===== src/rtl/clock_display_scan.sv =====
// rtl/clock_display_scan.sv - six-digit multiplexed 7-segment scanner with per-frame snapshot and alarm blink
module clock_display_scan #(
  parameter int unsigned SCAN_DIV     = 50000,
  parameter int unsigned BLINK_FRAMES = 40,
  parameter bit          LZB          = 1'b1
) (
  input  logic       clk,
  input  logic       reset,
  input  logic [1:0] H_out1,
  input  logic [3:0] H_out0,
  input  logic [3:0] M_out1,
  input  logic [3:0] M_out0,
  input  logic [3:0] S_out1,
  input  logic [3:0] S_out0,
  input  logic       Alarm,
  output logic [6:0] seg,
  output logic       dp,
  output logic [5:0] an
);

  localparam int unsigned    PW        = $clog2(SCAN_DIV);
  localparam logic [PW-1:0]  PRESC_MAX = PW'(SCAN_DIV - 1);
  localparam logic [7:0]     FRAME_MAX = 8'(BLINK_FRAMES - 1);
  localparam logic [2:0]     LAST_DIG  = 3'd5;

  logic [PW-1:0] presc_q, presc_d;
  logic [2:0]    digit_q, digit_d;
  logic [1:0]    snap_h1_q, snap_h1_d;
  logic [3:0]    snap_h0_q, snap_h0_d;
  logic [3:0]    snap_m1_q, snap_m1_d;
  logic [3:0]    snap_m0_q, snap_m0_d;
  logic [3:0]    snap_s1_q, snap_s1_d;
  logic [3:0]    snap_s0_q, snap_s0_d;
  logic          snap_alarm_q, snap_alarm_d;
  logic [7:0]    frame_cnt_q, frame_cnt_d;
  logic          phase_q, phase_d;
  logic [6:0]    seg_q, seg_d;
  logic          dp_q, dp_d;
  logic [5:0]    an_q, an_d;

  logic          scan_tick;
  logic          frame_start;
  logic [3:0]    digit_val;
  logic          blank;

  function automatic logic [6:0] seg_decode(input logic [3:0] v);
    // {g,f,e,d,c,b,a}, active-low
    case (v)
      4'd0:    seg_decode = 7'b1000000;
      4'd1:    seg_decode = 7'b1111001;
      4'd2:    seg_decode = 7'b0100100;
      4'd3:    seg_decode = 7'b0110000;
      4'd4:    seg_decode = 7'b0011001;
      4'd5:    seg_decode = 7'b0010010;
      4'd6:    seg_decode = 7'b0000010;
      4'd7:    seg_decode = 7'b1111000;
      4'd8:    seg_decode = 7'b0000000;
      4'd9:    seg_decode = 7'b0010000;
      default: seg_decode = 7'b0111111;
    endcase
  endfunction

  assign scan_tick   = (presc_q == PRESC_MAX);
  assign frame_start = scan_tick && (digit_q == LAST_DIG);

  always_comb begin
    presc_d = presc_q + 1'b1;
    digit_d = digit_q;
    if (scan_tick) begin
      presc_d = '0;
      digit_d = (digit_q == LAST_DIG) ? 3'd0 : digit_q + 3'd1;
    end
  end

  always_comb begin
    snap_h1_d    = snap_h1_q;
    snap_h0_d    = snap_h0_q;
    snap_m1_d    = snap_m1_q;
    snap_m0_d    = snap_m0_q;
    snap_s1_d    = snap_s1_q;
    snap_s0_d    = snap_s0_q;
    snap_alarm_d = snap_alarm_q;
    frame_cnt_d  = frame_cnt_q;
    phase_d      = phase_q;
    if (frame_start) begin
      snap_h1_d    = H_out1;
      snap_h0_d    = H_out0;
      snap_m1_d    = M_out1;
      snap_m0_d    = M_out0;
      snap_s1_d    = S_out1;
      snap_s0_d    = S_out0;
      snap_alarm_d = Alarm;
      // Counting starts only once the previous frame already carried the alarm,
      // so the first alarmed frame is visible and a dropped alarm unblanks at once.
      if (Alarm && snap_alarm_q) begin
        if (frame_cnt_q == FRAME_MAX) begin
          frame_cnt_d = 8'd0;
          phase_d     = ~phase_q;
        end else begin
          frame_cnt_d = frame_cnt_q + 8'd1;
        end
      end else begin
        frame_cnt_d = 8'd0;
        phase_d     = 1'b0;
      end
    end
  end

  always_comb begin
    case (digit_q)
      3'd0:    digit_val = snap_s0_q;
      3'd1:    digit_val = snap_s1_q;
      3'd2:    digit_val = snap_m0_q;
      3'd3:    digit_val = snap_m1_q;
      3'd4:    digit_val = snap_h0_q;
      3'd5:    digit_val = {2'b00, snap_h1_q};
      default: digit_val = 4'd0;
    endcase
  end

  always_comb begin
    blank = phase_q || (LZB && (digit_q == LAST_DIG) && (snap_h1_q == 2'd0));
    an_d  = ~(6'b000001 << digit_q);
    seg_d = seg_decode(digit_val);
    dp_d  = !((digit_q == 3'd2) || (digit_q == 3'd4));
    if (blank) begin
      seg_d = 7'h7F;
      dp_d  = 1'b1;
    end
  end

  always_ff @(posedge clk or negedge reset) begin
    if (!reset) begin
      presc_q      <= '0;
      digit_q      <= 3'd0;
      snap_h1_q    <= 2'd0;
      snap_h0_q    <= 4'd0;
      snap_m1_q    <= 4'd0;
      snap_m0_q    <= 4'd0;
      snap_s1_q    <= 4'd0;
      snap_s0_q    <= 4'd0;
      snap_alarm_q <= 1'b0;
      frame_cnt_q  <= 8'd0;
      phase_q      <= 1'b0;
      seg_q        <= 7'h7F;
      dp_q         <= 1'b1;
      an_q         <= 6'h3F;
    end else begin
      presc_q      <= presc_d;
      digit_q      <= digit_d;
      snap_h1_q    <= snap_h1_d;
      snap_h0_q    <= snap_h0_d;
      snap_m1_q    <= snap_m1_d;
      snap_m0_q    <= snap_m0_d;
      snap_s1_q    <= snap_s1_d;
      snap_s0_q    <= snap_s0_d;
      snap_alarm_q <= snap_alarm_d;
      frame_cnt_q  <= frame_cnt_d;
      phase_q      <= phase_d;
      seg_q        <= seg_d;
      dp_q         <= dp_d;
      an_q         <= an_d;
    end
  end

  assign seg = seg_q;
  assign dp  = dp_q;
  assign an  = an_q;

endmodule


===== config.mk =====
export PLATFORM = sky130hd
export DESIGN_NAME = clock_display_scan
export DESIGN_NICKNAME = d
export VERILOG_FILES = /design/src/rtl/clock_display_scan.sv
export SDC_FILE = /design/constraint.sdc
export NUM_CORES = 1
export LEC_CHECK = 0
export ABC_CLOCK_PERIOD_IN_PS = 2750
export BUFFER_PORTS_ARGS = -buffer_cell sky130_fd_sc_hd__buf_4
export CORE_ASPECT_RATIO = 0.9
export CORE_MARGIN = 5
export CORE_UTILIZATION = 45
export DETAILED_ROUTE_END_ITERATION = 8
export GPL_TIMING_DRIVEN = 0
export SYNTH_ARGS = -nofsm -noshare
export SYNTH_HDL_FRONTEND = slang
export SYNTH_SLANG_ARGS = --single-unit

===== constraint.sdc =====
create_clock -name clk -period 2.75 [get_ports clk]
set_input_delay 0.55 -clock clk [delete_from_list [all_inputs] [get_ports clk]]
set_output_delay 0.55 -clock clk [all_outputs]
set_load 0.005 [all_outputs]

==> flow_metrics.env <==
export IMPL_grt_max_degree=66
export IMPL_synth_top_family_by_area="simple AND/OR/NAND/NOR gates"
export IMPL_critPathSlowestCell="dfrtp_1"
export IMPL_wl_um=6210
export IMPL_fp_row_count=28
export IMPL_async_reset_ff_frac=1.00
export IMPL_cts_sinks=65
export IMPL_critPathKind="reg2reg"
export IMPL_grt_overflow=0
export IMPL_post_cts_buffers=0
export IMPL_synthAdderAreaFrac=0.0324
export IMPL_grt_pass1_vias=2332
export IMPL_cp_max_fo=10
export IMPL_die_h_um=88.6
export IMPL_synth_simple_gate_area_frac=0.247
export IMPL_area_growth_pct=19.5
export IMPL_cts_tree="yes"
export IMPL_synth_area_um2=3090
export IMPL_cts_buffers=9
export IMPL_antenna_found_initial=0
export IMPL_period_minus_slack_ns=2.52
export IMPL_cts_hold_buf=0
export IMPL_num_antenna_cells=0
export IMPL_path_cells="buf_2 -> inv_1 -> ha_1 -> and2_1 -> a2111oi_4 -> inv_1 -> ha_1 -> mux2i_1 -> a22oi_1"
export IMPL_synth_common_cells="85 x nand2_1, 51 x dfrtp_1, 21 x nor2_1"
export IMPL_layout_drive_gt1_share=0.236
export IMPL_hold_path_class="in2async"
export IMPL_syn_inst=310
export IMPL_root_buffer="clkbuf_8"
export IMPL_setup_viol=0
export IMPL_synth_fp_nets=343
export IMPL_tns_ns=0
export IMPL_drcViolationCount=0
export IMPL_crit_path_end_kind="flip-flop"
export IMPL_muxShareOfSynthArea=0.0344
export IMPL_yosysMostFrequentCell="nand2_1"
export IMPL_ys_seq_area_frac=0.532
export IMPL_status="finished clean"
export IMPL_io_pins=39
export IMPL_postSynthAreaPerCell_um2=9.97
export IMPL_path_clk_slew_ns=0.07
export IMPL_grt_pass1_wl_um=11200
export IMPL_viasPerCell=5.00
export IMPL_yosys_warnings=0
export IMPL_power_density_nw_per_um2=481
export IMPL_start_util=0.467
export IMPL_synth_ff_latch_count=65
export IMPL_max_stage_delay_ns=0.44
export IMPL_ys_flop_type="dfrtp_1"
export IMPL_regToRegSetupSlack_ns=0.23
export IMPL_critPathLaunchType="flip-flop"
export IMPL_rsz0062_at_grt="no"
export IMPL_dieArea_um2=8630
export IMPL_place_ws_ns=0.0930
export IMPL_worstPathArrival_ns=2.77
export IMPL_synthDistinctLibCells=45
export IMPL_core_area_um2=6620
export IMPL_nets=392
export IMPL_cap_violations=0
export IMPL_dpl_hpwl_um=4410
export IMPL_cts_max_level=3
export IMPL_setup_slack_ns=0.227
export IMPL_insertion_delay_ns=0.33
export IMPL_p_leak_nw=1.70
export IMPL_max_freq_mhz=396
export IMPL_synth_compound_area_frac=0.0890
export IMPL_synth_xor_area_frac=0.0425
export IMPL_yosysTopAreaCell="dfrtp_1"
export IMPL_p_total_mw=1.78
export IMPL_worst_pin_slew_ns=0.806
export IMPL_ir_drop_mv=0.265
export IMPL_clock_path_buffers=2
export IMPL_dr_pass1_iters=4
export IMPL_finalMaxSlewViolations=0
export IMPL_drt_iter0_drc=86
export IMPL_vias=2269
export IMPL_wire_per_inst_um=13.7
export IMPL_slew_headroom=0.463
export IMPL_ys_top_cells_by_area="dfrtp_1 41%, dfstp_2 12%, nand2_1 10%"
export IMPL_synth_edf_count=0
export IMPL_ant_nets=0
export IMPL_finalHoldViolCount=0
export IMPL_numPortBuffers=38
export IMPL_gp_congestion=0.798
export IMPL_yosysTopAreaCellShare=0.413
export IMPL_die_w_um=97.4
export IMPL_finish_utilization=0.558
export IMPL_grtUsageTotal=0.163
export IMPL_crit_required_ns=2.99
export IMPL_skew_ns=0.00762
export IMPL_fin_crit_sh=0.917
worst paths after layout:
check,start,end,depth (start not counted)
max in group asynchronous,reset,frame_cnt_q[5],1
worst min-delay path,reset,presc_q[9],1
worst min register to register,presc_q[13],presc_q[13],1
worst max register to register,digit_q[2],seg[0],9
min in group clk,M_out0[2],snap_m0_q[2],3
worst max-delay path,digit_q[2],seg[0],9
routing by layer:
metal | share of wire | vias up | wire length, um | GRT usage
met5 | 0 | - | 0 | 0
met2 | 0.43 | 40 | 2690 | 0.250
met3 | 0.041 | 10 | 253 | 0.0449
met1 | 0.51 | 1078 | 3170 | 0.223
li1 | - | 1141 | - | -
met4 | 0.016 | 0 | 97 | 0.0642
sequential cells by signal, summed over array words and instances, names as in the netlist, 4 cells and up:
name         cells
snap_s1_q        4
snap_m1_q        4
snap_h0_q        4
frame_cnt_q      8
an               6
snap_m0_q        4
seg              7
snap_s0_q        4
presc_q         16
report_power, final:
part           switching (mW)  internal [mW]
clock network           0.343          0.430
logic                  0.0247         0.0226
registers                   0          0.957
stage by stage:
step	cell area (um^2)	cells	hold slack (ns)
after CTS	3680	454	0.327
after floorplan	3090	310	0.254
after global routing	3700	454	0.378
final	3700	454	0.285
after detailed placement	3490	438	0.466
after global placement	3490	438	0.460
worst max-delay path: cells and delay by family, from the launching register on:
kind            cells  cell delay (ns)
fa+ha+maj           2             0.50
flops               1             0.44
mux                 1             0.19
simple gates        1             0.21
buf+inv             3             0.53
compound gates      2             0.56
logic make-up after synthesis:
logic type / Yosys count
adder cells (fa/ha/maj): 8
multiplexers: 10
flip-flops: 65
AND/OR/NAND/NOR: 155
buffers and inverters: 18
XOR/XNOR: 15
AO/OA/AOI/OAI: 39
area by class of cell:
cell class | instances | area (um^2)
multi-input cells | 227 | 1390
inverters | 9 | 33.8
flip-flops and latches | 65 | 1640
plain buffers | 9 | 36.3
clock buffers | 14 | 184
fillers | 605 | 2930
well taps | 90 | 113
clock inverters | 2 | 10.0
repair buffers | 38 | 285
timing repair:
| item | in CTS | in global routing |
|---|---|---|
| gates resized for setup | 0 | 1 |
| setup endpoints to repair | 0 | 5 |
| hold endpoints to repair | 0 | 0 |
layout by cell type, fill, tap and decap left out, drive strengths merged, types with 4 or more instances in the layout:
master,synthesis,final
and3,11,11
inv,9,9
dfstp,14,14
mux2,5,5
xor2,6,6
o21ai,14,14
ha,8,8
nor2,22,22
a21oi,4,4
nor3b,5,5
and2,4,4
buf,2,40
clkbuf,7,21
a21o,5,5
nand2,85,85
xnor2,9,9
a22oi,4,4
nand3,7,7
nor3,4,4
dfrtp,51,51
mux2i,5,5
Note: power is estimated with default switching activity, not from simulation.
